$ cat src/rtl/down_counter_scheduler.sv
// -----------------------------------------------------------------------------
// down_counter_scheduler
//
// Shares one W-bit loadable down counter among N requesters. The scheduler
// grants requesters round-robin, loads the winner's value into the counter,
// waits for the counter output to reach zero and returns a one-cycle done
// pulse to the owner. A watchdog aborts a grant whose counter never reaches
// zero. The scheduler is the only driver of the counter's ld/ldvalue.
//
// Ports
//   clk      in   rising-edge clock
//   rst      in   synchronous, active-low reset
//   req      in   [N]    level request per requester
//   val      in   [N*W]  per-requester load value, requester i at val[i*W +: W]
//   gnt      out  [N]    one-hot owner of the counter, zero when idle
//   done     out  [N]    one-cycle pulse to the owner when its count completes
//   err      out         one-cycle pulse on watchdog timeout
//   busy     out         high while a grant is in progress (LOAD, WAIT, DONE)
//   ld       out         load strobe to the counter
//   ldvalue  out  [W]    load value to the counter, held between loads
//   dout     in   [W]    counter output
// -----------------------------------------------------------------------------
module down_counter_scheduler #(
  parameter int N = 4,
  parameter int W = 4
) (
  input  logic           clk,
  input  logic           rst,
  input  logic [N-1:0]   req,
  input  logic [N*W-1:0] val,
  output logic [N-1:0]   gnt,
  output logic [N-1:0]   done,
  output logic           err,
  output logic           busy,
  output logic           ld,
  output logic [W-1:0]   ldvalue,
  input  logic [W-1:0]   dout
);

  localparam int IW  = $clog2(N);
  localparam int IW1 = IW + 1;
  localparam int W1  = W + 1;
  // A healthy counter reaches zero within 2^W WAIT cycles, so 2^W+1 nonzero
  // cycles means the counter is not following ld.
  localparam logic [W:0] WD_LIMIT = W1'((1 << W) + 1);

  typedef enum logic [1:0] {S_IDLE, S_LOAD, S_WAIT, S_DONE} state_t;

  state_t        state_q, state_d;
  logic [N-1:0]  gnt_q, gnt_d;
  logic [N-1:0]  done_q, done_d;
  logic          err_q, err_d;
  logic          ld_q, ld_d;
  logic [W-1:0]  ldvalue_q, ldvalue_d;
  logic [IW-1:0] ptr_q, ptr_d;   // last requester that finished its turn
  logic [IW-1:0] own_q, own_d;   // index of the current owner
  logic [W:0]    wdog_q, wdog_d;

  logic [W-1:0]  val_arr [N];
  logic          win_found;
  logic [IW-1:0] win_idx;
  logic [IW:0]   cand_sum;
  logic [IW-1:0] cand;

  always_comb begin
    for (int i = 0; i < N; i++) val_arr[i] = val[i*W +: W];
  end

  // Round-robin search starting one past the last served requester.
  always_comb begin
    win_found = 1'b0;
    win_idx   = ptr_q;
    cand_sum  = '0;
    cand      = '0;
    for (int k = 1; k <= N; k++) begin
      cand_sum = {1'b0, ptr_q} + IW1'(k);
      if (cand_sum >= IW1'(N)) cand_sum = cand_sum - IW1'(N);
      cand = cand_sum[IW-1:0];
      if (!win_found && req[cand]) begin
        win_found = 1'b1;
        win_idx   = cand;
      end
    end
  end

  // NOTE: every _d gets a default before the case so no path leaves it
  // unassigned; a missing default here would infer a latch.
  always_comb begin
    state_d   = state_q;
    gnt_d     = gnt_q;
    done_d    = '0;
    err_d     = 1'b0;
    ld_d      = 1'b0;
    ldvalue_d = ldvalue_q;
    ptr_d     = ptr_q;
    own_d     = own_q;
    wdog_d    = wdog_q;

    case (state_q)
      S_IDLE: begin
        if (win_found) begin
          state_d   = S_LOAD;
          own_d     = win_idx;
          gnt_d     = N'(1) << win_idx;
          ldvalue_d = val_arr[win_idx];
          ld_d      = 1'b1;
        end
      end

      S_LOAD: begin
        wdog_d = '0;
        if (!req[own_q]) begin
          // Owner withdrew: release silently but still move past it.
          gnt_d   = '0;
          ptr_d   = own_q;
          state_d = S_IDLE;
        end else begin
          state_d = S_WAIT;
        end
      end

      S_WAIT: begin
        // Withdrawal wins over completion or timeout seen in the same cycle.
        if (!req[own_q]) begin
          gnt_d   = '0;
          ptr_d   = own_q;
          state_d = S_IDLE;
        end else if (dout == '0) begin
          done_d  = gnt_q;
          state_d = S_DONE;
        end else begin
          wdog_d = wdog_q + W1'(1);
          if (wdog_d == WD_LIMIT) begin
            err_d   = 1'b1;
            gnt_d   = '0;
            ptr_d   = own_q;
            state_d = S_IDLE;
          end
        end
      end

      S_DONE: begin
        gnt_d   = '0;
        ptr_d   = own_q;
        state_d = S_IDLE;
      end

      default: state_d = S_IDLE;
    endcase
  end

  // NOTE: state registers use non-blocking assignments so every flop samples
  // pre-edge values regardless of statement order.
  always_ff @(posedge clk) begin
    if (!rst) begin
      state_q   <= S_IDLE;
      gnt_q     <= '0;
      done_q    <= '0;
      err_q     <= 1'b0;
      ld_q      <= 1'b0;
      ldvalue_q <= '0;
      ptr_q     <= IW'(N - 1);   // requester 0 searched first after reset
      own_q     <= '0;
      wdog_q    <= '0;
    end else begin
      state_q   <= state_d;
      gnt_q     <= gnt_d;
      done_q    <= done_d;
      err_q     <= err_d;
      ld_q      <= ld_d;
      ldvalue_q <= ldvalue_d;
      ptr_q     <= ptr_d;
      own_q     <= own_d;
      wdog_q    <= wdog_d;
    end
  end

  assign gnt     = gnt_q;
  assign done    = done_q;
  assign err     = err_q;
  assign ld      = ld_q;
  assign ldvalue = ldvalue_q;
  assign busy    = (state_q != S_IDLE);

endmodule
$ cat config.mk
export PLATFORM = sky130hd
export DESIGN_NAME = down_counter_scheduler
export DESIGN_NICKNAME = d
export VERILOG_FILES = /design/src/rtl/down_counter_scheduler.sv
export SDC_FILE = /design/constraint.sdc
export NUM_CORES = 1
export LEC_CHECK = 0
export ABC_AREA = 1
export CAP_MARGIN = 20
export CORE_MARGIN = 3
export CORE_UTILIZATION = 52
export DETAILED_ROUTE_END_ITERATION = 8
export GPL_TIMING_DRIVEN = 0
export PLACE_DENSITY = 0.88
export SYNTH_ARGS = -nofsm -noshare
export SYNTH_HDL_FRONTEND = slang
export SYNTH_SLANG_ARGS = --single-unit
$ cat constraint.sdc
create_clock -name clk -period 4.25 [get_ports clk]
set_input_delay 1.275 -clock clk [delete_from_list [all_inputs] [get_ports clk]]
set_output_delay 1.275 -clock clk [all_outputs]
set_load 0.05 [all_outputs]
==> metrics <==
relative slew slack=0.662; Final Core Density=0.713; Final period util=0.738; Pwr Density=about 750 nW/µm²; outcome=finished clean; hold path start=gnt[0]; vias in the first global route=roughly 1400; CTS Buf Count=3; Clock Pin Slew Worst Setup and Hold Paths=0.13 ns; number of H-tree levels=1; total setup buffers inserted after CTS=0; antenna viol nets, final=0; register bit count reported by yosys=25; Comb pwr share=0.706; critical path class=register to output port; Max-Cap Viols=0; Max rail drop VDD=roughly 0.00052 V; Pwr Total=1.51 mW; DRT Pass-1 Iters=4; Initial Util=0.551; post-synth net total=between 200 and 300; GP Congestion=~0.81; drt drc=0; Die Y=between 60 and 70 µm; crit end category=output port; origin of the critical flop-to-flop path=ptr_q[0]; post-place setup slack=between 1 and 1.5 ns; detailed-route via count=roughly 1600; skew final=approximately 0.0084 ns; Placed Cells=between 300 and 400; Critical path origin=state_q[0]; most used flip-flop cell after synthesis=dfxtp_1; Placed Instance Area=1970 µm²; CP required=about 3.0 ns; min cycle time layout=approximately 3.1 ns; Mapped Cells=240; clock latency on the worst-skew pair=0.31 ns; hold slack final=between 0.4 and 0.5 ns; initial antenna violation count=0; Final Worst Setup Slack=~1.1 ns; share of cells above drive strength 1=0.113; DP HPWL=approximately 2700 µm; Commonest cells post-synth=nand2_1, nand3_1, nor2_1; Core Area=approximately 2800 µm²; main area contributors after synthesis=dfxtp_1, nand2_1, nand3_1, nor2_1, inv_1; setup TNS=0 ns; sw frac=0.540; Tot GR Track Use=0.201; fin nets=312; Initial DRC Count=between 80 and 90; Synth async-reset ratio=0; GR Util met2=0.378; row count=19; Tightest Pin Transition=slightly above 0.5 ns; Final Instance Area=2000 µm²; CTS sink count=25; fin cells=between 300 and 400; Ys Warns=0; post-cts sizing count=0; Netlist cell types=26; Post-Syn Area=1550 µm²; max incr delay on CP=~0.72 ns; Slew Viols, Final=0; Syn Area/Cell=~6.4 µm²; I/O Pins=41; die area=3660 µm²; fmax=319 MHz; largest area contributor in the netlist=dfxtp_1; Reg power frac=0.225; Pleak=roughly 0.95 nW; Clock power frac=0.069; most common cell in the netlist=nand2_1; largest net degree at the start of global routing=14; DRT Wirelength=roughly 3400 µm; Data arrival, critical path=~1.9 ns; GRT busiest layer=met2; Post-synth EDFFs=0; worst hold path type=register to register; met1 usage=0.240; share of the synthesized area in the top cell type=0.324; CTS tree=yes; area grow syn2layout=29.5%; Top delay family on crit path=buffers and inverters; number of port buffers=39; RSZ-0062 raised after global routing=no; vias per inst=5.04; Startpoint Class=register; Max clock buf depth=2; Sw Pwr=roughly 800 µW; first-pass GRT wire length=~5700 µm; Root Driver=clkbuf_4; cell-internal power=693 µW; Diodes inserted=0; Hold Fails Final Rpt=0; WP buf/inv=2; Critical-path top delay cell=clkdlybuf4s50_1; CP cell instances=nor2_1 -> inv_1 -> clkdlybuf4s50_1; met3 Resource Use GR=0.0404; total congestion overflow=0; Final setup viols=0; worst-path maximum fanout=6; hold_buf cts=0; die span in x=around 61 µm; DR WL/cell=around 11 µm; Seq/Total Area, Yosys=0.324
final cells by class:
type                    count  area [µm²]
well taps                  31        38.8
fillers                   258         805
flip-flops and latches     25         500
clock buffers               4        26.3
multi-input cells         177         877
repair buffers             39         390
plain buffers               4        30.0
inverters                  34         138
cells in the final DEF (no fill, tap or decap), types with 2 or more instances in the layout:
master / synthesis / layout
clkdlybuf4s50_1: 0 / 39
nand3_1: 34 / 34
inv_2: 3 / 3
a21oi_1: 9 / 9
nand2_1: 66 / 66
o41ai_1: 2 / 2
inv_4: 2 / 2
ha_1: 2 / 2
nand2_4: 5 / 5
clkbuf_1: 2 / 3
xnor2_1: 2 / 2
dfxtp_1: 25 / 25
nor2_1: 29 / 29
clkbuf_4: 0 / 3
buf_6: 2 / 2
nand2_2: 12 / 12
inv_1: 28 / 28
o21ai_0: 7 / 7
worst reg2reg max path, cell delays in order, from the launching register on:
cell	delay, ns
dfxtp_1	0.33
buf_6	0.14
inv_6	0.10
nand2_2	0.06
nand2_2	0.06
nand2_1	0.06
nand2_2	0.12
nand2_2	0.06
nor2_2	0.13
inv_2	0.06
nand2_4	0.09
inv_2	0.05
buf_6	0.13
o21ai_0	0.17
a21oi_1	0.06
power by group through the flow:
stage,clock network (mW),logic (mW),registers (mW)
4_1_cts,0.107,1.07,0.339
3_3_place_gp,0,1.04,0.343
6_report,0.103,1.06,0.339
2_1_floorplan,0,0.716,0.454
5_1_grt,0.114,1.18,0.347
3_5_place_dp,0,1.06,0.343
state kept, by name, summed over array words and instances, names as in the netlist:
name	cells
wdog_q	5
own_q	2
err	1
gnt	4
ld	1
ptr_q	2
state_q	2
ldvalue	4
done	4
cell families after synthesis:
logic type	Yosys count	synth area share
compound gates	21	0.0785
flops	25	0.324
fa+ha+maj	2	0.0162
xor+xnor	3	0.0170
simple gates	151	0.456
buf+inv	38	0.109
worst paths after layout:
check	slack, ns	cells past startpoint	end
worst max-delay path	1.12	3	busy
worst min-delay path	0.45	2	done[0]
worst max register to register	2.52	14	own_q[1]
worst min register to register	0.45	2	done[0]
routing by layer:
metal  routed length [µm]  share of wire  vias to the layer above
li1                     -              -                      841
met1                 1520           0.45                      701
met2                 1680           0.49                       40
met3                  175          0.052                        2
met4                   10         0.0030                        0
met5                    0              0                        -
Power figures use the tool's default switching activity.
